<file path="src/rtl/pipelined_add_sub.sv">
// Pipelined two's-complement adder/subtractor that resolves one CHUNK-bit slice per stage.
// Define SATURATE_EN to clamp the sum to the signed limits when overflow is reported.
module pipelined_add_sub #(
    parameter int WIDTH = 16,
    parameter int CHUNK = 4
) (
    input  logic             clk,
    input  logic             rst_n,
    input  logic             in_valid,
    output logic             in_ready,
    input  logic [WIDTH-1:0] a,
    input  logic [WIDTH-1:0] b,
    input  logic             mode,
    output logic             out_valid,
    input  logic             out_ready,
    output logic [WIDTH-1:0] sum,
    output logic             carry_out,
    output logic             overflow
);
    localparam int STAGES = WIDTH / CHUNK;

    // Handshake: a beat moves on a side when its valid and ready are both high at the rising edge;
    // the whole pipeline advances together whenever the output slot is empty or being drained.
    logic adv;

    // Per-stage registers: skewed operands, partial result, slice carry, valid.
    logic [WIDTH-1:0] a_q [STAGES];
    logic [WIDTH-1:0] b_q [STAGES];
    logic [WIDTH-1:0] r_q [STAGES];
    logic             c_q [STAGES];
    logic             v_q [STAGES];
    logic             ov_q;

    logic [WIDTH-1:0] a_d [STAGES];
    logic [WIDTH-1:0] b_d [STAGES];
    logic [WIDTH-1:0] r_d [STAGES];
    logic             c_d [STAGES];
    logic             v_d [STAGES];
    logic             ov_d;

    // Inputs seen by each stage: the ports for stage 0, the previous stage otherwise.
    logic [WIDTH-1:0] a_s [STAGES];
    logic [WIDTH-1:0] b_s [STAGES];
    logic [WIDTH-1:0] r_s [STAGES];
    logic             c_s [STAGES];
    logic             v_s [STAGES];

    logic [CHUNK:0]   slice;
    logic             msb_cin;

    assign a_s[0] = a;
    assign b_s[0] = b ^ {WIDTH{mode}};
    assign c_s[0] = mode;
    assign r_s[0] = '0;
    assign v_s[0] = in_valid;

    for (genvar k = 1; k < STAGES; k++) begin : g_link
        assign a_s[k] = a_q[k-1];
        assign b_s[k] = b_q[k-1];
        assign r_s[k] = r_q[k-1];
        assign c_s[k] = c_q[k-1];
        assign v_s[k] = v_q[k-1];
    end

    always_comb begin
        a_d     = a_q;
        b_d     = b_q;
        r_d     = r_q;
        c_d     = c_q;
        v_d     = v_q;
        ov_d    = ov_q;
        slice   = '0;
        msb_cin = 1'b0;
        for (int k = 0; k < STAGES; k++) begin
            slice = {1'b0, a_s[k][k*CHUNK +: CHUNK]}
                  + {1'b0, b_s[k][k*CHUNK +: CHUNK]}
                  + {{CHUNK{1'b0}}, c_s[k]};
            a_d[k] = a_s[k];
            b_d[k] = b_s[k];
            v_d[k] = v_s[k];
            c_d[k] = slice[CHUNK];
            r_d[k] = r_s[k];
            r_d[k][k*CHUNK +: CHUNK] = slice[CHUNK-1:0];
        end
        // Carry into the MSB recovered from the top slice: sum bit = a ^ b ^ cin.
        msb_cin = r_d[STAGES-1][WIDTH-1] ^ a_s[STAGES-1][WIDTH-1] ^ b_s[STAGES-1][WIDTH-1];
        ov_d    = msb_cin ^ c_d[STAGES-1];
`ifdef SATURATE_EN
        if (ov_d) begin
            r_d[STAGES-1] = a_s[STAGES-1][WIDTH-1] ? {1'b1, {(WIDTH-1){1'b0}}}
                                                   : {1'b0, {(WIDTH-1){1'b1}}};
        end
`endif
    end

    always_ff @(posedge clk or negedge rst_n) begin
        if (!rst_n) begin
            for (int k = 0; k < STAGES; k++) begin
                a_q[k] <= '0;
                b_q[k] <= '0;
                r_q[k] <= '0;
                c_q[k] <= 1'b0;
                v_q[k] <= 1'b0;
            end
            ov_q <= 1'b0;
        end else if (adv) begin
            a_q  <= a_d;
            b_q  <= b_d;
            r_q  <= r_d;
            c_q  <= c_d;
            v_q  <= v_d;
            ov_q <= ov_d;
        end
    end

    assign out_valid = v_q[STAGES-1];
    assign sum       = r_q[STAGES-1];
    assign carry_out = c_q[STAGES-1];
    assign overflow  = ov_q;
    assign adv       = !out_valid || out_ready;
    assign in_ready  = adv;

    // The last stage's skew copies have no consumer.
    logic unused_skew;
    assign unused_skew = ^{a_q[STAGES-1], b_q[STAGES-1]};

endmodule

</file>
<file path="config.mk">
export PLATFORM = sky130hd
export DESIGN_NAME = pipelined_add_sub
export DESIGN_NICKNAME = d
export VERILOG_FILES = /design/src/rtl/pipelined_add_sub.sv
export SDC_FILE = /design/constraint.sdc
export NUM_CORES = 1
export LEC_CHECK = 0
export BUFFER_PORTS_ARGS = -buffer_cell sky130_fd_sc_hd__clkbuf_2
export CORE_ASPECT_RATIO = 0.75
export CORE_MARGIN = 2
export CORE_UTILIZATION = 30
export DETAILED_ROUTE_END_ITERATION = 7
export PLACE_DENSITY = 0.59
export SYNTH_ARGS = -nofsm -noshare
export SYNTH_HDL_FRONTEND = slang
export SYNTH_SLANG_ARGS = --single-unit
</file>
<file path="constraint.sdc">
create_clock -name clk -period 2.7 [get_ports clk]
set_clock_uncertainty 0.05 [all_clocks]
set_input_delay 0.54 -clock clk [delete_from_list [all_inputs] [get_ports clk]]
set_output_delay 0.54 -clock clk [all_outputs]
set_load 0.01 [all_outputs]
</file>
==> impl_results.md <==
- Status: completed
- Worst ir drop on vdd: ~350 uV
- Synth Area per Inst: 9.383 um^2
- Number of port buffers: 56
- Setup WS post-layout: 0.5227 ns
- RePlAce Congestion: 0.7312
- Clock Latency Late Sink: 0.35 ns
- FF+latch area: 2427 um^2
- CTS HTree Levels: 3
- Vias per cell: 4.279
- Maximum clock frequency: 459.3 MHz
- GR Overflow Total: 0
- Largest net degree at the start of global routing: 104
- Yosys reg bits: 97
- Core ar.: 13800 um^2
- Initial drt markers: 157
- First-pass GRT wire length: ~15 mm
- Multiplexer share of the synthesized area: less than 1%
- Multi-input gate area: 1712 um^2
- Required time of the critical path: 2.89 ns
- Non-Filler Cell Area, Final: 5022 um^2
- CTS clk-pin slew, worst paths: 0.07 ns
- Sum Neg Setup Slack: 0 ns
- Xor/xnor share of the synthesized area: about 4.7%
- Crit path capture type: flip-flop
- Initial core utilization: a little under a third
- Routed length per instance: around 12 um
- Initial antenna violation count: 0
- Post-CTS Resized: 0
- Final Power: 0.005654 W
- Root buf cell: clkbuf_16
- RR Endpoint: overflow$_DFFE_PN0P_
- Dpl cells: 669
- CP max FO: 3
- Slew HR: between 60% and 70%
- Final Hold Fails: 0
- GR Util All Layers: 12.23%
- Least-Margin Pin Slew: 0.4855 ns
- Die W: 141.7 um
- Vias in the first global route: 2935
- # diodes: 0
- DR DRC count: 0
- Worst setup startpoint: c_q[1]$_DFFE_PN0P_
- Detail Placement HPWL: between 5 and 6 mm
- # IOs: 57
- Area Overhead vs Synth: 17.64%
- Max-slew violation count: 0
- Reg2reg start: c_q[1]$_DFFE_PN0P_
- Final wirelength: 8.463 mm
- Routed Antenna Nets: 0
- Worst Setup EP: overflow$_DFFE_PN0P_
- Cts bufs inserted: 9
- Syn Inst Count: 455
- Ranking of synthesized cells by area: dfrtp_1 (57%), nand2_1 (19%), ha_1 (3.5%), fa_1 (3.3%), xnor2_1 (3.1%)
- Hold Buf Count CTS: 0
- Share of layout cells above drive strength 1: 16.47%
- Synthesized cell area: 4269 um^2
- Site Rows: 37
- Post-DP Area: approximately 4700 um^2
- Via count: 2931
- Number of nets in the layout: 561
- Pre-CTS setup slack: approximately 0.6 ns
- Postcts setup bufs: 0
- 1st-pass router iterations: 4
- R2R setup slack: 0.52 ns
- Number of max-cap violations: 0
- Mapped Nets: about 510
- Clock sinks: 97
- Yosys warnings: 0
- Unrepaired setup endpoints after global routing: false
- Clock Tree Buf Depth: 2
- Critical path launch point type: flip-flop
- Synth Area in Simple Gates: 21.31%
- Area share of the largest cell type after synthesis: between 50 and 60%
- Total die area: around 15000 um^2
- Final setup viols: 0
- Area share of fa/ha/maj cells after synthesis: 6.800%
- Layout Cells excl Fill: 685
- Post-synthesis sequential area ratio: 56.86%
- Final min period: between 2 and 2.5 ns
- Largest family of logic cells by synthesized area: simple AND/OR/NAND/NOR gates
- Synth Area in Compound Gates: 6.389%
- PD cells: 1126 nW/um^2
- Critical path type: flip-flop to flip-flop
- Die H: 107.3 um
- Area leader, netlist: dfrtp_1
- CTS tree: yes
- CP Data Arrival Time: 2.37 ns
- Netlist cell types: 27
- Layout fillers: approximately 1400
- Period utilisation layout: 80.64%
- Hold Crit Class: input port to asynchronous set/reset pin
- R2r worst-path depth: 6
- Leakage: between 2 and 3 nW
==> cells in the mapped netlist <==
cell	count
nand2_1	219
dfrtp_1	97
o21ai_0	24
xnor2_1	15
ha_1	12
a21oi_1	11
buf_2	11
clkbuf_1	11
nor2_1	10
xor2_1	8
fa_1	7
inv_1	7
a21o_1	4
nor2b_1	3
a211oi_1	2
mux2_4	2
nand3_1	2
a31oi_1	1
a31oi_4	1
and3_1	1
buf_6	1
inv_2	1
nand2b_1	1
o211a_1	1
o21bai_1	1
o31ai_1	1
or3b_2	1
==> cell usage in the layout (no fill, tap or decap), types with 2 or more instances in the layout <==
cell type	instances
inv_1	7
buf_4	5
clkinvlp_4	3
xnor2_1	15
buf_12	2
clkbuf_16	9
a211oi_1	2
dfrtp_1	97
nor2_1	10
a21oi_1	11
ha_1	12
clkinv_4	2
nand2_1	219
nor2b_1	2
nand3_1	2
a21o_1	4
fa_1	7
o21ai_0	24
mux2_4	2
clkbuf_2	55
xor2_1	8
==> worst max-delay path, stage by stage, from the launching register on <==
cell and delay (ns):
dfrtp_1 0.40, fa_1 0.47, fa_1 0.43, nand3_1 0.15
a21oi_1 0.11, o211a_1 0.24, o31ai_1 0.21
==> registers in the layout (all words and copies together) (netlist names), 3 cells and up <==
register / flops
a_d: 24
b_d: 24
c_q: 3
r_d: 24
sum: 16
v_d: 3
==> power breakdown <==
| part | switching [W] | internal, W | leakage [nW] |
|---|---|---|---|
| Sequential | 0.000369 | 0.00210 | 1.17 |
| Combinational | 0.00116 | 0.000827 | 1.28 |
| Clock | 0.000568 | 0.000632 | 0.130 |
==> worst min-delay path by stage <==
stage	start	endpoint	slack (ns)	cells past startpoint
detailed placement	r_d[5]$_DFFE_PN0P_	r_d[5]$_DFFE_PN0P_	0.41	2
finish	rst_n	a_d[13]$_DFFE_PN0P_	0.10	1
global route	rst_n	a_d[13]$_DFFE_PN0P_	0.13	1
floorplan	rst_n	a_d[12]$_DFFE_PN0P_	0.19	0
global placement	v_d[0]$_DFFE_PN0P_	v_d[0]$_DFFE_PN0P_	0.39	2
CTS	rst_n	a_d[13]$_DFFE_PN0P_	0.11	1
==> through the flow <==
stage	util [%]	hold WS (ns)
6_report	36.40	0.1023
5_1_grt	36.40	0.1264
4_1_cts	36.40	0.1086
3_5_place_dp	34.36	0.4055
3_3_place_gp	34.36	0.3932
2_1_floorplan	-	0.1944
==> routing by layer <==
layer | wire [um] | track usage [%]
met5 | 0 | 0
met4 | 87 | 3.857
met3 | 408 | 4.404
met2 | 3474 | 17.16
met1 | 4493 | 17.57
==> final cells by class <==
cell class	count	area share, %
clock inverter	7	1.121
sequential	97	48.33
tap	175	4.360
inverter	8	0.5979
clock buffer	9	4.484
multi-input combinational	327	34.08
timing repair buffer	62	7.025
==> cells by family (layout without fill, tap and decap cells) <==
| group | after synthesis | after routing |
|---|---|---|
| compound gates | 46 | 46 |
| mux | 2 | 2 |
| flops | 97 | 97 |
| xor+xnor | 23 | 23 |
| buf+inv | 31 | 86 |
| fa+ha+maj | 19 | 19 |
| simple gates | 237 | 237 |
Power figures use the tool's default switching activity.
